--- config.mk ---
export PLATFORM = sky130hd
export DESIGN_NAME = proc_run_sequencer
export DESIGN_NICKNAME = d
export VERILOG_FILES = /design/src/rtl/proc_run_sequencer.sv
export SDC_FILE = /design/constraint.sdc
export NUM_CORES = 1
export LEC_CHECK = 0
export CELL_PAD_IN_SITES_DETAIL_PLACEMENT = 1
export CELL_PAD_IN_SITES_GLOBAL_PLACEMENT = 2
export CORE_MARGIN = 2
export CORE_UTILIZATION = 42
export DETAILED_ROUTE_END_ITERATION = 12
export GPL_ROUTABILITY_DRIVEN = 0
export PLACE_DENSITY = 0.86
export SYNTH_ARGS = -nofsm -noshare
export SYNTH_HDL_FRONTEND = slang
export SYNTH_SLANG_ARGS = --single-unit
--- constraint.sdc ---
create_clock -name clk_i -period 3.6 [get_ports clk_i]
set_input_delay 0.72 -clock clk_i [delete_from_list [all_inputs] [get_ports clk_i]]
set_output_delay 0.72 -clock clk_i [all_outputs]
set_load 0.01 [all_outputs]
--- src/rtl/proc_run_sequencer.sv ---
`default_nettype none
// ============================================================================
//  Module   : proc_run_sequencer
//  Purpose  : Batch run controller for one processor core. For each program
//             slot it selects the program, waits a settle delay, pulses start,
//             then waits for a qualified halt or a watchdog timeout and stores
//             the cycle count and completion status of that slot.
//  Revision : 1.0 - initial release
// ============================================================================
module proc_run_sequencer #(
    parameter int unsigned NUM_PROGS   = 4,
    parameter int unsigned START_DELAY = 10,
    parameter int unsigned START_WIDTH = 1,
    parameter int unsigned MIN_RUN     = 55,
    parameter int unsigned TIMEOUT     = 4096,
    parameter int unsigned CNT_W       = 16,
    localparam int unsigned PW         = (NUM_PROGS > 1) ? $clog2(NUM_PROGS) : 1
) (
    input  logic             clk_i,
    input  logic             rst_ni,
    input  logic             go_i,
    input  logic             abort_i,
    input  logic             halt_i,
    output logic             start_o,
    output logic [PW-1:0]    prog_sel_o,
    output logic             busy_o,
    output logic             done_o,
    input  logic [PW-1:0]    rd_idx_i,
    output logic [CNT_W-1:0] rd_cycles_o,
    output logic [1:0]       rd_status_o
);

    // Timer covers both the settle delay and the start pulse width.
    localparam int unsigned TMAX  = (START_DELAY > START_WIDTH) ? START_DELAY : START_WIDTH;
    localparam int unsigned TW    = $clog2(TMAX + 1);
    localparam int unsigned NSLOT = 2 ** PW;

    localparam logic [CNT_W-1:0] MIN_RUN_C = CNT_W'(MIN_RUN);
    localparam logic [CNT_W-1:0] TIMEOUT_C = CNT_W'(TIMEOUT);
    localparam logic [TW-1:0]    DLY_LAST  = TW'(START_DELAY - 1);
    localparam logic [TW-1:0]    STW_LAST  = TW'(START_WIDTH - 1);
    localparam logic [PW-1:0]    SEL_LAST  = PW'(NUM_PROGS - 1);

    localparam logic [1:0] ST_NONE    = 2'b00;
    localparam logic [1:0] ST_HALTED  = 2'b01;
    localparam logic [1:0] ST_TIMEOUT = 2'b10;
    localparam logic [1:0] ST_ABORTED = 2'b11;

    typedef enum logic [2:0] {
        S_IDLE   = 3'd0,
        S_DELAY  = 3'd1,
        S_START  = 3'd2,
        S_RUN    = 3'd3,
        S_RECORD = 3'd4,
        S_DONE   = 3'd5
    } state_t;

    state_t           state_q;
    logic [TW-1:0]    tmr_q;
    logic [CNT_W-1:0] cnt_q;
    logic [PW-1:0]    sel_q;
    logic             start_q;
    logic             busy_q;
    logic             done_q;
    logic [CNT_W-1:0] cap_cnt_q;
    logic [1:0]       cap_st_q;
    logic [CNT_W-1:0] cycles_q [NSLOT];
    logic [1:0]       status_q [NSLOT];

    logic [CNT_W-1:0] cnt_sat_d;
    logic             halt_ok;
    logic             timeout_hit;

    // Saturating increment and the two run-termination conditions.
    always_comb begin
        cnt_sat_d   = (cnt_q == {CNT_W{1'b1}}) ? cnt_q : cnt_q + CNT_W'(1);
        halt_ok     = halt_i && (cnt_q >= MIN_RUN_C);
        timeout_hit = (cnt_q == TIMEOUT_C);
    end

    // Sequencer FSM with registered control outputs and the result table.
    always_ff @(posedge clk_i or negedge rst_ni) begin
        if (!rst_ni) begin
            state_q   <= S_IDLE;
            tmr_q     <= '0;
            cnt_q     <= '0;
            sel_q     <= '0;
            start_q   <= 1'b0;
            busy_q    <= 1'b0;
            done_q    <= 1'b0;
            cap_cnt_q <= '0;
            cap_st_q  <= ST_NONE;
            for (int i = 0; i < NSLOT; i++) begin
                cycles_q[i] <= '0;
                status_q[i] <= ST_NONE;
            end
        end else begin
            done_q <= 1'b0;
            if (abort_i && (state_q != S_IDLE)) begin
                // A slot that already holds a result keeps it.
                if (status_q[sel_q] == ST_NONE) begin
                    cycles_q[sel_q] <= cnt_q;
                    status_q[sel_q] <= ST_ABORTED;
                end
                start_q <= 1'b0;
                busy_q  <= 1'b0;
                state_q <= S_IDLE;
            end else begin
                case (state_q)
                    S_IDLE: begin
                        if (go_i) begin
                            for (int i = 0; i < NSLOT; i++) begin
                                cycles_q[i] <= '0;
                                status_q[i] <= ST_NONE;
                            end
                            sel_q   <= '0;
                            tmr_q   <= '0;
                            cnt_q   <= '0;
                            busy_q  <= 1'b1;
                            state_q <= S_DELAY;
                        end
                    end
                    S_DELAY: begin
                        if (tmr_q == DLY_LAST) begin
                            tmr_q   <= '0;
                            cnt_q   <= '0;
                            start_q <= 1'b1;
                            state_q <= S_START;
                        end else begin
                            tmr_q <= tmr_q + TW'(1);
                        end
                    end
                    S_START: begin
                        cnt_q <= cnt_sat_d;
                        if (tmr_q == STW_LAST) begin
                            start_q <= 1'b0;
                            state_q <= S_RUN;
                        end else begin
                            tmr_q <= tmr_q + TW'(1);
                        end
                    end
                    S_RUN: begin
                        // Halt wins over a coincident timeout.
                        if (halt_ok) begin
                            cap_cnt_q <= cnt_q;
                            cap_st_q  <= ST_HALTED;
                            state_q   <= S_RECORD;
                        end else if (timeout_hit) begin
                            cap_cnt_q <= TIMEOUT_C;
                            cap_st_q  <= ST_TIMEOUT;
                            state_q   <= S_RECORD;
                        end else begin
                            cnt_q <= cnt_sat_d;
                        end
                    end
                    S_RECORD: begin
                        cycles_q[sel_q] <= cap_cnt_q;
                        status_q[sel_q] <= cap_st_q;
                        if (sel_q == SEL_LAST) begin
                            done_q  <= 1'b1;
                            state_q <= S_DONE;
                        end else begin
                            sel_q   <= sel_q + PW'(1);
                            tmr_q   <= '0;
                            cnt_q   <= '0;
                            state_q <= S_DELAY;
                        end
                    end
                    S_DONE: begin
                        busy_q  <= 1'b0;
                        state_q <= S_IDLE;
                    end
                    default: begin
                        start_q <= 1'b0;
                        busy_q  <= 1'b0;
                        state_q <= S_IDLE;
                    end
                endcase
            end
        end
    end

    assign start_o     = start_q;
    assign busy_o      = busy_q;
    assign done_o      = done_q;
    assign prog_sel_o  = sel_q;
    assign rd_cycles_o = cycles_q[rd_idx_i];
    assign rd_status_o = status_q[rd_idx_i];

endmodule
`default_nettype wire

==> impl_metrics.csv, run 1 <==
group,metric,value,unit
status,outcome,"finished clean",
placed_design,hpwl,10.0,mm
grt,grtUsageTotal,0.218,
sta,hold_viol_final,0,
drt,drt-vias-per-instance,5.81,
placed_design,dpl_worst_slack,0.410,ns
grt,antenna_found_initial,0,
drt,wire_per_inst,18.9,um
pwr,power.density,573,nW/um^2
grt,overflow,0,
sta,period_share,0.883,
synth,yosysUniqueCellTypes,53,
clocking,ctsHtreeMaxLevel,4,
die,fp.dieW,122,um
synth,syn_inst,581,
pwr,p_leak,2.89,nW
clocking,cts_tree,"yes",
synth,synth-xor-area-share,0.00297,
drt,detail_route.first_pass.iterations,4,
die,start_util,0.428,
synth,synth_compound_area_frac,0.194,
synth,yosys.area_share.adder,0.0191,
clocking,cts_root_buffer,"clkbuf_16",
setup_path,crit_path_frequent_cell,"clkdlybuf4s50_1",
setup_path,max_stage_delay,0.53,ns
sta,final-max-slew-violation-count,0,
clocking,cts_resized,0,
setup_path,cp_num_buf_inv,3,
synth,synth_edf_count,0,
sta,max_freq,315,MHz
synth,postSynth.asyncResetShare,1.00,
finish,drive_above_1_share,0.124,
drt,final_antenna_net_count,0,
min_path,hold_path.class,"in -> async",
finish,n_antenna_cell,0,
setup_path,r2r_slack,1.04,ns
die,ios,30,
pwr,ir_drop,0.315,mV
die,rows,43,
synth,syn_area,5890,sq um
drt,vias,4570,
synth,syn_nets,597,
clocking,cts_made_buffers,17,
finish,syn_to_final_growth,17.4,%
sta,fin_ws,0.421,ns
clocking,clockBufferDepth,2,
finish,final_nets,611,
finish,instances_no_fill,787,
die,die_area,15000,sq um
synth,synth-simple-area-share,0.155,
setup_path,arrival,2.46,ns
setup_path,path_delay_family,"buffers and inverters",
die,die_h,122,um
setup_path,crit_chain,"clkdlybuf4s50_1, buf_12, mux4_2, clkdlybuf4s50_1",
setup_path,r2r-start,"cnt_q[0]",
sta,fin_skew,0.00670,ns
synth,avgSynthCellArea,10.1,sq um
setup_path,start_kind,"primary input",
sta,setup_tns,0,ns
setup_path,r2r_end,"cap_cnt_q[13]",
grt,grt_pass1_wl,25.2,mm
setup_path,crit_path_top_delay_cell,"mux4_2",
synth,synth_top_family_by_area,"compound AO/OA/AOI/OAI gates",
drt,drtIter0Drc,247,
drt,drcViolationCount,0,
setup_path,path_class,"in -> out",
clocking,cts_sinks,118,
job,drv_cap,0,
drt,wl,14.9,mm
clocking,hold_buffers,0,
placed_design,port_buffers,29,
synth,yosysWarningCount,0,
placed_design,post-place-cells,756,
synth,synth-seq-cells,118,
synth,ys_seq_area_frac,0.501,
sta,worst_slew_pin_slew,0.897,ns
sta,max_slew_margin,0.400,
setup_path,end_kind,"output port",
setup_path,cp.required,2.88,ns
setup_path,rr_worst_depth,7,
sta,rsz0062_at_grt,"false",
die,core,13800,sq um
synth,synth_mux_area_frac,0.0707,
synth,synth-main-ff-cell,"dfrtp_1",
clocking,clock_latency,0.42,ns
sta,setup_violations,0,
clocking,clkSlewWorstSetupHoldPaths,0.05,ns
setup_path,worstPathMaxFanout,18,
clocking,postCtsSetupRepairBufs,0,
setup_path,cp.depth,4,
grt,grt_max_degree,53,
grt,grt_pass1_vias,4850,
sta,fin_crit,3.18,ns
[cell usage after synthesis, types with 7 or more instances]
master,number,area (sq um)
mux4_2,18,405
o211ai_1,7,52.6
o21ai_0,85,425
ha_1,9,113
a22o_1,17,149
nor2_1,14,52.6
clkbuf_1,21,78.8
a21oi_1,25,125
nand2_1,30,113
o31ai_1,7,52.6
nand3_1,80,400
a22oi_1,17,128
nor2b_1,7,43.8
buf_2,23,115
dfrtp_1,118,2950
inv_1,25,93.8
[registers in the layout (all words and copies together), names as in the netlist, 2 cells and up]
register	flops
cap_cnt_q	16
cap_st_q	2
cnt_q	16
cycles_q	64
prog_sel_o	2
state_q	3
status_q	8
tmr_q	4
[per-stage QoR]
stage	hold slack [ns]	power [mW]	util	area [sq um]
detailed placement	0.487	2.28	0.460	6330
floorplan	0.424	2.03	-	5890
global placement	0.477	2.26	0.460	6330
CTS	0.359	3.99	0.503	6920
finish	0.354	3.96	0.503	6920
global route	0.383	4.15	0.503	6920
[placed cells by master, fill, tap and decap left out, types with 7 or more instances in the layout]
cell type / synthesis / layout
buf_4: 0 / 15
ha_1: 9 / 9
dfrtp_1: 118 / 118
clkdlybuf4s50_1: 0 / 28
a22oi_1: 17 / 17
inv_1: 25 / 25
nand2_1: 30 / 29
mux4_2: 18 / 18
nor2b_1: 7 / 7
nand3_1: 80 / 80
nor2_1: 14 / 14
clkbuf_16: 0 / 17
o31ai_1: 7 / 7
a21oi_1: 25 / 25
o211ai_1: 7 / 7
o21ai_0: 85 / 85
a22o_1: 17 / 17
[worst reg2reg max path, cell delays in order, from the launching register on]
cell and delay, ns:
dfrtp_1 0.50, ha_1 0.30, a21oi_1 0.10, o21ai_1 0.23, o21ai_1 0.13, and2_1 0.16
or3_1 0.66, a22o_1 0.36
[layer usage]
metal | vias to the layer above | track usage | wire, um
met5 | - | 0 | 0
met3 | 13 | 0.0502 | 472
met1 | 2322 | 0.294 | 7050
met4 | 0 | 0.0726 | 123
met2 | 67 | 0.347 | 7260
li1 | 2168 | - | -
[how the worst max path moves through the flow]
| stage | slack [ns] | startpoint | endpoint |
|---|---|---|---|
| after floorplan | 0.78 | rd_idx_i[0] | rd_cycles_o[10] |
| after global placement | 0.43 | rd_idx_i[0] | rd_cycles_o[0] |
| after detailed placement | 0.41 | rd_idx_i[0] | rd_cycles_o[2] |
| after CTS | 0.40 | rd_idx_i[0] | rd_cycles_o[1] |
| after global routing | 0.34 | rd_idx_i[0] | rd_cycles_o[7] |
| final | 0.42 | rd_idx_i[0] | rd_cycles_o[15] |
[kinds of logic after synthesis]
kind of cell    count (synthesis)
compound gates                183
xor+xnor                        2
fa+ha+maj                       9
buf+inv                        76
flops                         118
mux                            19
simple gates                  174
[area by class of cell]
type	count	area [sq um]
Multi-Input combinational cell	387	2610
Clock inverter	8	124
Inverter	25	93.8
Fill cell	1547	6850
Tap cell	180	225
Sequential cell	118	2950
Timing Repair Buffer	46	453
Clock buffer	23	468
[power breakdown]
group	internal [mW]	switching, mW	leakage, nW
Clock	1.12	0.593	0.283
Combinational	0.256	0.527	0.978
Sequential	1.38	0.0858	1.62
No activity file was read; power rests on OpenSTA's default activity.
==> inputs of run 2 (changes only) <==
--- a/config.mk
+++ b/config.mk
@@ -5,6 +5,7 @@
 export SDC_FILE = /design/constraint.sdc
 export NUM_CORES = 1
 export LEC_CHECK = 0
+export CAP_MARGIN = 10
 export CELL_PAD_IN_SITES_DETAIL_PLACEMENT = 1
 export CELL_PAD_IN_SITES_GLOBAL_PLACEMENT = 2
 export CORE_MARGIN = 2
==> results of run 2 <==
Same layout as run 1: the final DEF is identical, and so are final timing and power.
